==> src/rtl/beta_bus_pkg.sv <==
// Shared definitions for the Beta memory-bus controller.
// Provides the FSM state encoding, the default page-field width,
// the error read-data default and the conventional slave map indices.
package beta_bus_pkg;

  typedef enum logic [1:0] {
    ST_IDLE = 2'd0,
    ST_WAIT = 2'd1,
    ST_DONE = 2'd2,
    ST_ERR  = 2'd3
  } bus_state_t;

  // Default width of the page field taken from the top of mem_addr.
  localparam int PAGE_W = 16;

  localparam logic [31:0] ERR_DATA_DEFAULT = 32'h0000_0000;

  // Conventional slave map of the Beta system.
  localparam int SLV_RAM       = 0;
  localparam int SLV_IO        = 1;
  localparam int SLV_RD_SHARED = 2;
  localparam int SLV_WR_SHARED = 3;

endpackage

==> src/rtl/beta_page_decode.sv <==
// Page decoder: maps the page field onto a one-hot select, a binary index and a valid flag.
// Latency: purely combinational. Backpressure: none.
// Ports: page (page field of the address) -> sel_onehot, idx, valid (page < NUM_SLAVES).
module beta_page_decode #(
  parameter int NUM_SLAVES = 4,
  parameter int SEL_HI     = 31,
  parameter int SEL_LO     = 16,
  parameter int IDX_W      = (NUM_SLAVES > 1) ? $clog2(NUM_SLAVES) : 1
) (
  input  logic [SEL_HI-SEL_LO:0] page,
  output logic [NUM_SLAVES-1:0]  sel_onehot,
  output logic [IDX_W-1:0]       idx,
  output logic                   valid
);

  localparam int PW = SEL_HI - SEL_LO + 1;

  logic [31:0] page_ext;

  always_comb begin
    page_ext           = '0;
    page_ext[PW-1:0]   = page;
    valid              = (page_ext < 32'(NUM_SLAVES));
    idx                = page_ext[IDX_W-1:0];
    sel_onehot         = '0;
    for (int i = 0; i < NUM_SLAVES; i++) begin
      sel_onehot[i] = valid && (page_ext == 32'(i));
    end
  end

endmodule

==> src/rtl/beta_bus_ctrl.sv <==
// Beta bus controller: decodes the address page to a slave, runs a registered req/ack
// handshake with timeout, and returns muxed read data. Request-to-release latency is
// 3 cycles minimum; the Beta is stalled (cpu_stall) until the slave acks or an error ends it.
// Ports: mem_* from the Beta, cpu_stall/cpu_rdata back to it, slave_* to/from the slaves,
// err_irq/err_addr/err_timeout sticky error report cleared by err_clr.
module beta_bus_ctrl
  import beta_bus_pkg::*;
#(
  parameter int          NUM_SLAVES = 4,
  parameter int          SEL_HI     = 31,
  parameter int          SEL_LO     = SEL_HI - PAGE_W + 1,
  parameter int          TIMEOUT    = 255,
  parameter logic [31:0] ERR_DATA   = ERR_DATA_DEFAULT
) (
  input  logic                     clk,
  input  logic                     reset_n,
  input  logic [31:0]              mem_addr,
  input  logic                     mem_re,
  input  logic                     mem_we,
  output logic                     cpu_stall,
  output logic [31:0]              cpu_rdata,
  output logic [NUM_SLAVES-1:0]    slave_sel,
  output logic                     slave_re,
  output logic                     slave_we,
  input  logic [NUM_SLAVES-1:0]    slave_ack,
  input  logic [32*NUM_SLAVES-1:0] slave_rdata,
  output logic                     err_irq,
  output logic [31:0]              err_addr,
  output logic                     err_timeout,
  input  logic                     err_clr
);

  localparam int IDX_W = (NUM_SLAVES > 1) ? $clog2(NUM_SLAVES) : 1;

  bus_state_t            state_q, state_d;
  logic [NUM_SLAVES-1:0] sel_q, sel_d;
  logic                  re_q, re_d, we_q, we_d;
  logic [31:0]           rdata_q, rdata_d;
  logic                  irq_q, irq_d;
  logic [31:0]           eaddr_q, eaddr_d;
  logic                  etmo_q, etmo_d;
  logic                  cause_q, cause_d;   // cause of the error being processed in ST_ERR
  logic [7:0]            cnt_q, cnt_d;
  logic [IDX_W-1:0]      idx_q, idx_d;

  logic                  req;
  logic [NUM_SLAVES-1:0] dec_sel;
  logic [IDX_W-1:0]      dec_idx;
  logic                  dec_valid;

  beta_page_decode #(
    .NUM_SLAVES (NUM_SLAVES),
    .SEL_HI     (SEL_HI),
    .SEL_LO     (SEL_LO),
    .IDX_W      (IDX_W)
  ) u_decode (
    .page       (mem_addr[SEL_HI:SEL_LO]),
    .sel_onehot (dec_sel),
    .idx        (dec_idx),
    .valid      (dec_valid)
  );

  assign req = mem_re | mem_we;

  always_comb begin
    state_d = state_q;
    sel_d   = sel_q;
    re_d    = re_q;
    we_d    = we_q;
    rdata_d = rdata_q;
    irq_d   = irq_q & ~err_clr;
    eaddr_d = eaddr_q;
    etmo_d  = etmo_q;
    cause_d = cause_q;
    cnt_d   = cnt_q;
    idx_d   = idx_q;

    unique case (state_q)
      ST_IDLE: begin
        if (req) begin
          if (dec_valid) begin
            idx_d   = dec_idx;
            sel_d   = dec_sel;
            we_d    = mem_we;
            re_d    = mem_re & ~mem_we;   // simultaneous re/we is a write
            cnt_d   = '0;
            state_d = ST_WAIT;
          end else begin
            cause_d = 1'b0;
            state_d = ST_ERR;
          end
        end
      end
      ST_WAIT: begin
        // A flush takes priority: the Beta no longer wants the result.
        if (!req) begin
          sel_d   = '0;
          re_d    = 1'b0;
          we_d    = 1'b0;
          state_d = ST_IDLE;
        end else if (slave_ack[idx_q]) begin
          rdata_d = slave_rdata[32*int'(idx_q) +: 32];
          sel_d   = '0;
          re_d    = 1'b0;
          we_d    = 1'b0;
          state_d = ST_DONE;
        end else if (cnt_q == 8'(TIMEOUT - 1)) begin
          sel_d   = '0;
          re_d    = 1'b0;
          we_d    = 1'b0;
          cause_d = 1'b1;
          state_d = ST_ERR;
        end else begin
          cnt_d = cnt_q + 8'd1;
        end
      end
      ST_ERR: begin
        rdata_d = ERR_DATA;
        irq_d   = 1'b1;
        // First error wins, unless the old one is being cleared this very cycle.
        if (!irq_q || err_clr) begin
          eaddr_d = mem_addr;
          etmo_d  = cause_q;
        end
        state_d = ST_DONE;
      end
      ST_DONE: begin
        state_d = ST_IDLE;
      end
      default: state_d = ST_IDLE;
    endcase
  end

  always_ff @(posedge clk) begin
    if (!reset_n) begin
      state_q <= ST_IDLE;
      sel_q   <= '0;
      re_q    <= 1'b0;
      we_q    <= 1'b0;
      rdata_q <= '0;
      irq_q   <= 1'b0;
      eaddr_q <= '0;
      etmo_q  <= 1'b0;
      cause_q <= 1'b0;
      cnt_q   <= '0;
      idx_q   <= '0;
    end else begin
      state_q <= state_d;
      sel_q   <= sel_d;
      re_q    <= re_d;
      we_q    <= we_d;
      rdata_q <= rdata_d;
      irq_q   <= irq_d;
      eaddr_q <= eaddr_d;
      etmo_q  <= etmo_d;
      cause_q <= cause_d;
      cnt_q   <= cnt_d;
      idx_q   <= idx_d;
    end
  end

  assign cpu_stall   = req & (state_q != ST_DONE);
  assign cpu_rdata   = rdata_q;
  assign slave_sel   = sel_q;
  assign slave_re    = re_q;
  assign slave_we    = we_q;
  assign err_irq     = irq_q;
  assign err_addr    = eaddr_q;
  assign err_timeout = etmo_q;

endmodule
==> config.mk <==
export PLATFORM = sky130hd
export DESIGN_NAME = beta_bus_ctrl
export DESIGN_NICKNAME = d
export VERILOG_FILES = /design/src/rtl/beta_bus_pkg.sv /design/src/rtl/beta_page_decode.sv /design/src/rtl/beta_bus_ctrl.sv
export SDC_FILE = /design/constraint.sdc
export NUM_CORES = 1
export LEC_CHECK = 0
export CAP_MARGIN = 20
export CORE_UTILIZATION = 38
export DETAILED_ROUTE_END_ITERATION = 7
export PLACE_DENSITY = 0.81
export SLEW_MARGIN = 20
export SYNTH_ARGS = -nofsm -noshare
export SYNTH_HDL_FRONTEND = slang
export SYNTH_HIERARCHICAL = 1
export SYNTH_SLANG_ARGS = --single-unit
==> constraint.sdc <==
create_clock -name clk -period 2.6 [get_ports clk]
set_input_delay 0.26 -clock clk [delete_from_list [all_inputs] [get_ports clk]]
set_output_delay 0.26 -clock clk [all_outputs]
set_load 0.01 [all_outputs]
==> impl_results.md, run 1 <==
- PD cells: 411.9 mW/mm^2
- Post-CTS Setup Inserts: 0
- Number of flops mapped to enable cells by yosys: 0
- Mean post-synth cell area: 8.954 sq um
- Worst clock skew: 0.01198 ns
- Number of detailed-route iterations in the first pass: 4
- N_diodes: 0
- Slowest CP cell: or4_4
- Most common cell after layout, fill and taps aside: clkdlybuf4s50_1
- Synth-to-layout area growth: 67.62%
- Syn Inst Count: 460
- Max-cap violation count: 0
- CTS Buf Count: 9
- CTS Root Buffer Type: clkbuf_8
- Die Span Y: 106.1 um
- R2R cell count: 6
- Lkg Pwr: 2.302 nW
- Primary FF master, synth: dfxtp_1
- Hold Crit Depth: 3
- Post-Syn Nets: 631
- Total GRT Usage: 25.06%
- Worst-case clock buffer depth: 2
- Worst setup EP type: register
- # setup viols final: 0
- CP Launch Point: mem_addr[21]
- Die ar.: 0.01126 sq mm
- Post-synthesis sequential area ratio: 41.31%
- Io pins: 242
- Final hold vios: 0
- Initial drt markers: 244
- Vias in the first global route: 4473
- Max Freq: 408.1 MHz
- Synth unique cells: 43
- Antenna violations before repair: 0
- Cts hold-fix bufs: 0
- Total congestion overflow: 0
- Yosys reg bits: 85
- Synth top area share: 41.31%
- Period utilization: 94.24%
- Via count: 4351
- Worst-path clk slew: 0.10 ns
- Worst-path cell chain: clkdlybuf4s50_1 > or4_4 > nor4b_2 > buf_4 > nor2_1 > a2111o_1 > a211oi_1 > mux2i_1
- Max stage delay on crit path: 0.56 ns
- Worst Path Arrival: 2.74 ns
- Vias per cell: 5.205
- Cell Area, Synth: 0.004119 sq mm
- CTS sink cnt: 85
- Setup TNS: 0 ns
- CTS HTree Levels: 3
- VDD IR max: 0.2994 mV
- Share of layout cells above drive strength 1: 11.43%
- First-pass GRT wire length: 21880 um
- Wire per inst: 16.78 um
- FF-to-FF End: cnt_q[6]
- CTS tree: yes
- Status: complete, no violations
- Synth area leaders: dfxtp_1 (41%), mux4_2 (18%), nand2_1 (12%), a21oi_1 (9.2%), clkbuf_1 (3.0%)
- Critical path fanouts, max: 5
- DPL Wire Length: 10920 um
- Hold Path Class: input pin to register
- Post-cts resize count: 0
- Routed Antenna Nets: 0
- Routability Congestion: 0.8191
- Yosys warnings: 6
- Synth async-reset ratio: 0%
- Actual slew at the worst max-slew pin: 0.6100 ns
- Minimum clock period after layout: 2.450 ns
- Largest net degree at the start of global routing: 42
- Hold_sp: mem_addr[10]
- Critical R2R Launch: cnt_q[0]
- Leading area contributor after synthesis: dfxtp_1
- DRC: 0
- Slew HR: 59.34%
- Core Footprint: 0.01042 sq mm
- RSZ-0062 raised after global routing: false
- Flop-to-flop setup slack: 0.47 ns
- Hold_ws: 0.4400 ns
- Most frequent cells in the layout: clkdlybuf4s50_1 (241), nand2_1 (137), dfxtp_1 (84), a21oi_1 (76), mux4_2 (33)
- Cell row count: 37
- Count of pins over their slew limit: 0
- Final wirelength: 14030 um
- Initial Utilization: 39.54%
- CP Launch Type: input pin
- PortBufs: 241
- Clk_lat worst skew: 0.36 ns
- Die W: 106.1 um
- Final net count: 866
- Worst Hold Endpoint: err_addr[10]
- Crit path required time: 2.89 ns
- CP Class: input pin to register
==> Yosys cell counts (2+ instances only) <==
| cell | instances |
|---|---|
| or3b_1 | 2 |
| nand3_1 | 18 |
| mux2i_1 | 3 |
| mux4_2 | 33 |
| inv_1 | 6 |
| or2_2 | 3 |
| nand2_1 | 137 |
| or4_4 | 3 |
| a211oi_1 | 3 |
| nor3_1 | 2 |
| nor4_1 | 4 |
| nor2_1 | 10 |
| and3_1 | 2 |
| o21ai_0 | 7 |
| a31oi_1 | 3 |
| ha_1 | 2 |
| dfxtp_1 | 85 |
| clkbuf_1 | 33 |
| buf_4 | 2 |
| a21oi_1 | 76 |
| nand2b_1 | 3 |
| or4b_1 | 2 |
==> registers in the layout, summed over array words and instances (netlist names) <==
name	cells
state_q	2
slave_we	1
err_timeout	1
idx_q	2
cause_q	1
slave_re	1
slave_sel	4
cpu_rdata	32
cnt_q	8
err_irq	1
err_addr	32
==> power by group <==
part	internal, mW	switching, mW	total, mW
clock	0.388	0.515	0.904
combinational	0.369	0.202	0.570
sequential	1.34	0.0286	1.37
==> area by class of cell <==
class / count / area, sq um
tap: 136 / 170.2
clock inverter: 6 / 53.80
multi-input combinational: 332 / 2242
clock buffer: 10 / 137.6
timing repair buffer: 261 / 2575
inverter: 6 / 22.52
fill: 833 / 3512
sequential: 85 / 1703
==> logic make-up (layout without fill, tap and decap cells) <==
| family | count (synthesis) | in the layout | share of synthesized area (%) |
|---|---|---|---|
| buffers and inverters | 43 | 283 | 4.313 |
| adders and majority gates | 2 | 2 | 0.6074 |
| and+or+nand+nor | 195 | 195 | 21.26 |
| AOI/OAI and AO/OA | 99 | 99 | 13.73 |
| muxes | 36 | 36 | 18.77 |
| DFF | 85 | 85 | 41.31 |
==> per-layer routing <==
metal	GRT usage (%)	wire length [um]	vias up
met1	27.25	5297	2063
met3	7.235	829	26
met4	9.524	358	0
li1	-	-	2103
met2	45.64	7542	159
met5	0	0	-
==> how the worst max path moves through the flow <==
stage	endpoint	slack, ns
floorplan	cnt_q[2]	0.28
global placement	cnt_q[3]	-0.25
detailed placement	cnt_q[3]	-0.22
CTS	cnt_q[3]	0.17
global route	cnt_q[3]	0.03
finish	cnt_q[3]	0.15
==> per-stage QoR <==
step                setup WS, ns  util, %  power [mW]  cells  area (sq um)
floorplan                 0.2817        -       1.581    460          4119
global placement         -0.2492    64.44       1.952    820          6713
CTS                       0.1664    66.28       2.868    836          6904
detailed placement       -0.2192    64.44       1.970    820          6713
finish                    0.1498    66.28       2.844    836          6904
global route             0.02803    66.28       2.963    836          6904
==> critical path: cells and delay by family <==
kind,cells,cell delay (ns)
and+or+nand+nor,3,0.89
muxes,1,0.21
AOI/OAI and AO/OA,2,0.77
buffers and inverters,2,0.60
Note: power is estimated with default switching activity, not from simulation.
==> inputs of run 2 (changes only) <==
- ABC_AREA: default -> 1
- CELL_PAD_IN_SITES_DETAIL_PLACEMENT: default -> 2
- CELL_PAD_IN_SITES_GLOBAL_PLACEMENT: default -> 2
- CORE_UTILIZATION: 38 -> 19
- PLACE_DENSITY: 0.81 -> default
- PLACE_DENSITY_LB_ADDON: default -> 0.1
- SLEW_MARGIN: 20 -> default
==> run 2 against run 1 <==
- die area is 110% higher
- wire length is 44% higher
- clock power rose by 49%
- final cell count up 40%
- synthesized area rose by 5.4%
- clock skew fell by 0.0032 ns
- combinational power grew 31%
- critical path depth decreased by 5
- power increased by 24%
- largest cell class unchanged
- highest routed layer unchanged
==> impl_results.md, run 2 <==
- Leading area contributor after synthesis: dfxtp_1
- VDD IR max: 0.3313 mV
- CTS tree: yes
- Lkg Pwr: 2.650 nW
- CTS Buf Count: 9
- Clk_lat worst skew: 0.35 ns
- Post-cts resize count: 0
- PD cells: 482.3 mW/mm^2
- Routability Congestion: 0.7740
- Worst Path Arrival: 1.69 ns
- Critical R2R Launch: idx_q[1]
- Worst-path cell chain: inv_2 > a21oi_1 > clkdlybuf4s50_1
- Synth-to-layout area growth: 68.03%
- Max stage delay on crit path: 0.58 ns
- Number of flops mapped to enable cells by yosys: 0
- Final hold vios: 0
- Hold_sp: cpu_rdata[29]
- Synth top area share: 39.20%
- Syn Inst Count: 662
- Yosys reg bits: 85
- Post-synthesis sequential area ratio: 39.20%
- Vias per cell: 4.517
- PortBufs: 241
- CP delay by family, top: buffers and inverters
- Slew HR: 58.32%
- Synth unique cells: 33
- Cts hold-fix bufs: 0
- Die Span Y: 153.1 um
- Total congestion overflow: 0
- Via count: 5285
- Worst-path clk slew: 0.07 ns
- CTS sink cnt: 85
- CP Buf/Inv Count: 2
- Vias in the first global route: 5897
- Status: complete, no violations
- Worst clock skew: 0.008823 ns
- Initial Utilization: 19.65%
- Count of pins over their slew limit: 0
- Flop-to-flop setup slack: 0.75 ns
- Period utilization: 74.81%
- Worst-case clock buffer depth: 2
- Initial drt markers: 163
- Setup TNS: 0 ns
- Routed Antenna Nets: 0
- Io pins: 242
- Antenna violations before repair: 1
- Minimum clock period after layout: 1.945 ns
- Final net count: 1055
- Top cells by count, synth: nor2_1 (164), nand2_1 (120), o21ai_0 (102)
- Cell row count: 54
- CTS Root Buffer Type: clkbuf_16
- Worst Hold Endpoint: cpu_rdata[29]
- Actual slew at the worst max-slew pin: 0.6243 ns
- Max-cap violation count: 0
- Die ar.: 0.02345 sq mm
- Most common cell after layout, fill and taps aside: clkdlybuf4s50_1
- Cell Area, Synth: 0.004340 sq mm
- CTS HTree Levels: 3
- Largest net degree at the start of global routing: 40
- Post-CTS Setup Inserts: 0
- RSZ-0062 raised after global routing: false
- DPL Wire Length: 15540 um
- Hold Path Class: register to register
- Share of layout cells above drive strength 1: 5.399%
- First-pass GRT wire length: 31930 um
- Hold Crit Depth: 2
- Most frequent cells in the layout: clkdlybuf4s50_1 (241), nor2_1 (164), nand2_1 (120), o21ai_0 (102), dfxtp_1 (84)
- FF-to-FF End: cpu_rdata[24]
- Register area: 0.001703 sq mm
- Slowest CP cell: clkdlybuf4s50_1
- Primary FF master, synth: dfxtp_1
- Total GRT Usage: 17.39%
- Power Total: 3.517 mW
- Hold_ws: 0.4617 ns
- Synth area leaders: dfxtp_1 (39%), nor2_1 (14%), o21ai_0 (12%), nand2_1 (10%), a21oi_1 (5.4%)
- Post-Syn Nets: 833
- CP Launch Type: register
- Critical path fanouts, max: 7
- Fillcell total: 2607
- Yosys warnings: 6
- DRC: 0
- Final wirelength: 20190 um
- CP Class: register to output port
- R2R cell count: 8
- # setup viols final: 0
- Mean post-synth cell area: 6.557 sq um
- Number of detailed-route iterations in the first pass: 4
- Crit path required time: 2.34 ns
- Footprint of the multi-input gates: 0.002286 sq mm
- Core Footprint: 0.02209 sq mm
- Synth async-reset ratio: 0%
- Most frequent cell after synthesis: nor2_1
- Wire per inst: 17.26 um
- Worst setup EP type: output port
- Max Freq: 514.1 MHz
- Die W: 153.1 um
-- run 2: metal layers --
metal / vias up / share of wire, % / track usage, %
met3: 14 / 7.9 / 5.500
met5: - / 0 / 0
met4: 0 / 1.4 / 5.291
met1: 2508 / 41 / 18.99
met2: 155 / 49 / 31.79
li1: 2608 / - / -
-- run 2: cells by family (layout without fill, tap and decap cells) --
family	count (synthesis)	after routing	share of synthesized area, %
AO/OA/AOI/OAI	184	184	22.37
adder cells (fa/ha/maj)	2	2	0.5764
buffers and inverters	76	303	8.129
XOR/XNOR	2	2	0.4036
flip-flops	85	85	39.20
AND/OR/NAND/NOR	313	313	29.32
other	0	1	0
-- run 2: final cells by class --
type / count / area share [%]
Tap cell: 280 / 4.804
Timing Repair Buffer: 253 / 34.48
Multi-Input combinational cell: 501 / 31.34
Clock buffer: 10 / 3.277
Sequential cell: 85 / 23.35
Antenna cell: 1 / 0.03431
Inverter: 34 / 1.750
Clock inverter: 6 / 0.9607
-- run 2: power breakdown --
part           internal (mW)  switching, mW  leakage [nW]
registers               1.37         0.0446         0.691
logic                  0.427          0.320          1.82
clock network          0.777          0.576         0.141
-- run 2: how the worst max path moves through the flow --
stage	from	endpoint	cells after the start	slack [ns]
after global placement	mem_addr[19]	cnt_q[5]	10	0.50
after detailed placement	mem_addr[19]	cnt_q[4]	10	0.44
after CTS	state_q[0]	cpu_stall	3	0.61
final	state_q[0]	cpu_stall	3	0.65
after floorplan	idx_q[0]	cpu_rdata[0]	9	1.19
after global routing	idx_q[1]	cpu_rdata[15]	8	0.50
-- run 2: through the flow --
stage          util [%]  worst slack [ns]  instance area (sq um)  instances
3_5_place_dp      31.60            0.4369                   6982       1153
4_1_cts           33.00            0.6143                   7291       1169
2_1_floorplan         -             1.186                   4340        662
3_3_place_gp      31.60            0.5045                   6982       1153
6_report          33.01            0.6549                   7293       1170
5_1_grt           33.01            0.5002                   7293       1170
-- run 2: worst register-to-register path, stage by stage, from the launching register on --
cell and delay, ns:
dfxtp_1 0.33, buf_4 0.23, inv_2 0.07, nand3_2 0.08, nand2_2 0.10, nor3_4 0.31
inv_2 0.35, nand2_1 0.18, a21oi_1 0.07
==> inputs of run 3 (changes only) <==
- clock period: 2.6 -> 1.8 ns (I/O delays scaled with it)
==> run 3 against run 2 <==
- clock power up 48%
- critical path depth unchanged
- sequential share of layout area shrank 0.43 points
- critical path type unchanged
- largest cell class unchanged
==> impl_results.md, run 3 (synthesis results as in run 2) <==
- Max-cap violation count: 0
- Worst clock skew: 0.007161 ns
- Routability Congestion: 0.7549
- Slew HR: 73.12%
- Cts hold-fix bufs: 0
- Vias in the first global route: 6032
- First-pass GRT wire length: 32680 um
- Die W: 153.1 um
- Initial drt markers: 179
- Met2 Wirelength: 9955 um
- Synth-to-layout area growth: 71.46%
- Actual slew at the worst max-slew pin: 0.4032 ns
- CTS Buf Count: 9
- Total congestion overflow: 0
- Worst-case clock buffer depth: 2
- Final wirelength: 20550 um
- Antenna violations before repair: 2
- Initial Utilization: 19.65%
- Worst Path Arrival: 1.53 ns
- Hold Path Class: input pin to register
- Largest net degree at the start of global routing: 36
- PortBufs: 241
- Register area: 0.001705 sq mm
- Wire per inst: 17.34 um
- Worst-path clk slew: 0.07 ns
- CTS tree: yes
- Final cell count without fillers: 1185
- Cells after DPL: 1165
- Die ar.: 0.02345 sq mm
- Most common cell after layout, fill and taps aside: clkdlybuf4s50_1
- Footprint of the multi-input gates: 0.002303 sq mm
- # setup viols final: 0
- VDD IR max: 0.4283 mV
- CP Class: register to output port
- Worst setup EP type: output port
- Io pins: 242
- Die Span Y: 153.1 um
- PD cells: 693.6 mW/mm^2
- Crit path required time: 1.62 ns
- Final net count: 1069
- Share of layout cells above drive strength 1: 7.641%
- Period utilization: 95.19%
- CTS Root Buffer Type: clkbuf_16
- Count of pins over their slew limit: 0
- Vias per cell: 4.571
- Via count: 5417
- Cell row count: 54
- Routed Antenna Nets: 0
- Most frequent cells in the layout: clkdlybuf4s50_1 (241), nor2_1 (162), nand2_1 (120), o21ai_0 (101), dfxtp_1 (82)
- Core Footprint: 0.02209 sq mm
- DRC: 0
- Fin util: 33.68%
- M1 WL: 8734 um
- Clk_lat worst skew: 0.35 ns
- Total GRT Usage: 17.78%
- Final hold vios: 0
- CP Launch Type: register
- Uppermost routed layer: met4
- Minimum clock period after layout: 1.713 ns
- CTS HTree Levels: 3
- Number of detailed-route iterations in the first pass: 4
- Fillcell total: 2603
- Met3 WL post-DR: 1443 um
- Lkg Pwr: 2.726 nW
- CTS sink cnt: 85
- Max Freq: 583.6 MHz
- Critical path fanouts, max: 7
- Status: complete, no violations
- DPL Wire Length: 16020 um
-- run 3: changes by cell type in the layout (fill, tap and decap cells not counted), moves of 2 or more --
cell,previous run,this run
a21oi_2,1,3
a21oi_1,47,45
dfxtp_2,1,3
inv_8,0,2
buf_4,11,24
dfxtp_1,84,82
nor2_1,164,162
-- run 3: power by group --
part | internal [mW] | leakage, nW | switching (mW)
Sequential | 1.98 | 0.691 | 0.0653
Combinational | 0.638 | 1.89 | 0.473
Clock | 1.11 | 0.149 | 0.889
-- run 3: repair_timing --
action,CTS,global route
gates resized for setup,2,7
gates cloned,0,0
setup buffers,0,2
endpoints found under the setup margin,1,9
pin swaps,0,4
-- run 3: final timing paths --
check,from,to,slack (ns),cells past startpoint
setup reg to reg,cnt_q[1],cnt_q[7],0.19,8
setup / recovery,state_q[0],cpu_stall,0.09,3
hold reg to reg,cpu_rdata[25],cpu_rdata[25],0.46,2
hold / removal,mem_addr[14],err_addr[14],0.46,3
-- run 3: final cells by class --
class	instances	share of cell area, %
Clock buffer	9	3.026
Timing Repair Buffer	267	35.37
Inverter	34	1.715
Multi-Input combinational cell	501	30.95
Clock inverter	7	1.244
Sequential cell	85	22.92
Antenna cell	2	0.06725
Tap cell	280	4.707
-- run 3: critical path, stage by stage (launching register included) --
cell,delay (ns)
dfxtp_2,0.37
inv_2,0.11
a21oi_2,0.17
clkdlybuf4s50_1,0.55
-- run 3: per-stage QoR --
| stage | hold slack [ns] | setup WS, ns | area (sq um) | total power, mW | setup TNS, ns |
|---|---|---|---|---|---|
| after global routing | 0.4828 | -0.002172 | 7442 | 5.431 | -0.004152 |
| after detailed placement | 0.4592 | -0.2978 | 7084 | 3.216 | -3.180 |
| after CTS | 0.4462 | 0.04127 | 7407 | 5.278 | 0 |
| after floorplan | 0.3454 | 0.3859 | 4340 | 2.483 | 0 |
| final | 0.4599 | 0.08657 | 7442 | 5.162 | 0 |
| after global placement | 0.4493 | -0.2183 | 7084 | 3.179 | -2.151 |
-- run 3: metal layers --
metal,global-route usage (%),vias to the layer above
met5,0,-
met4,6.157,0
met3,4.933,23
met2,31.83,159
met1,20.12,2591
li1,-,2644
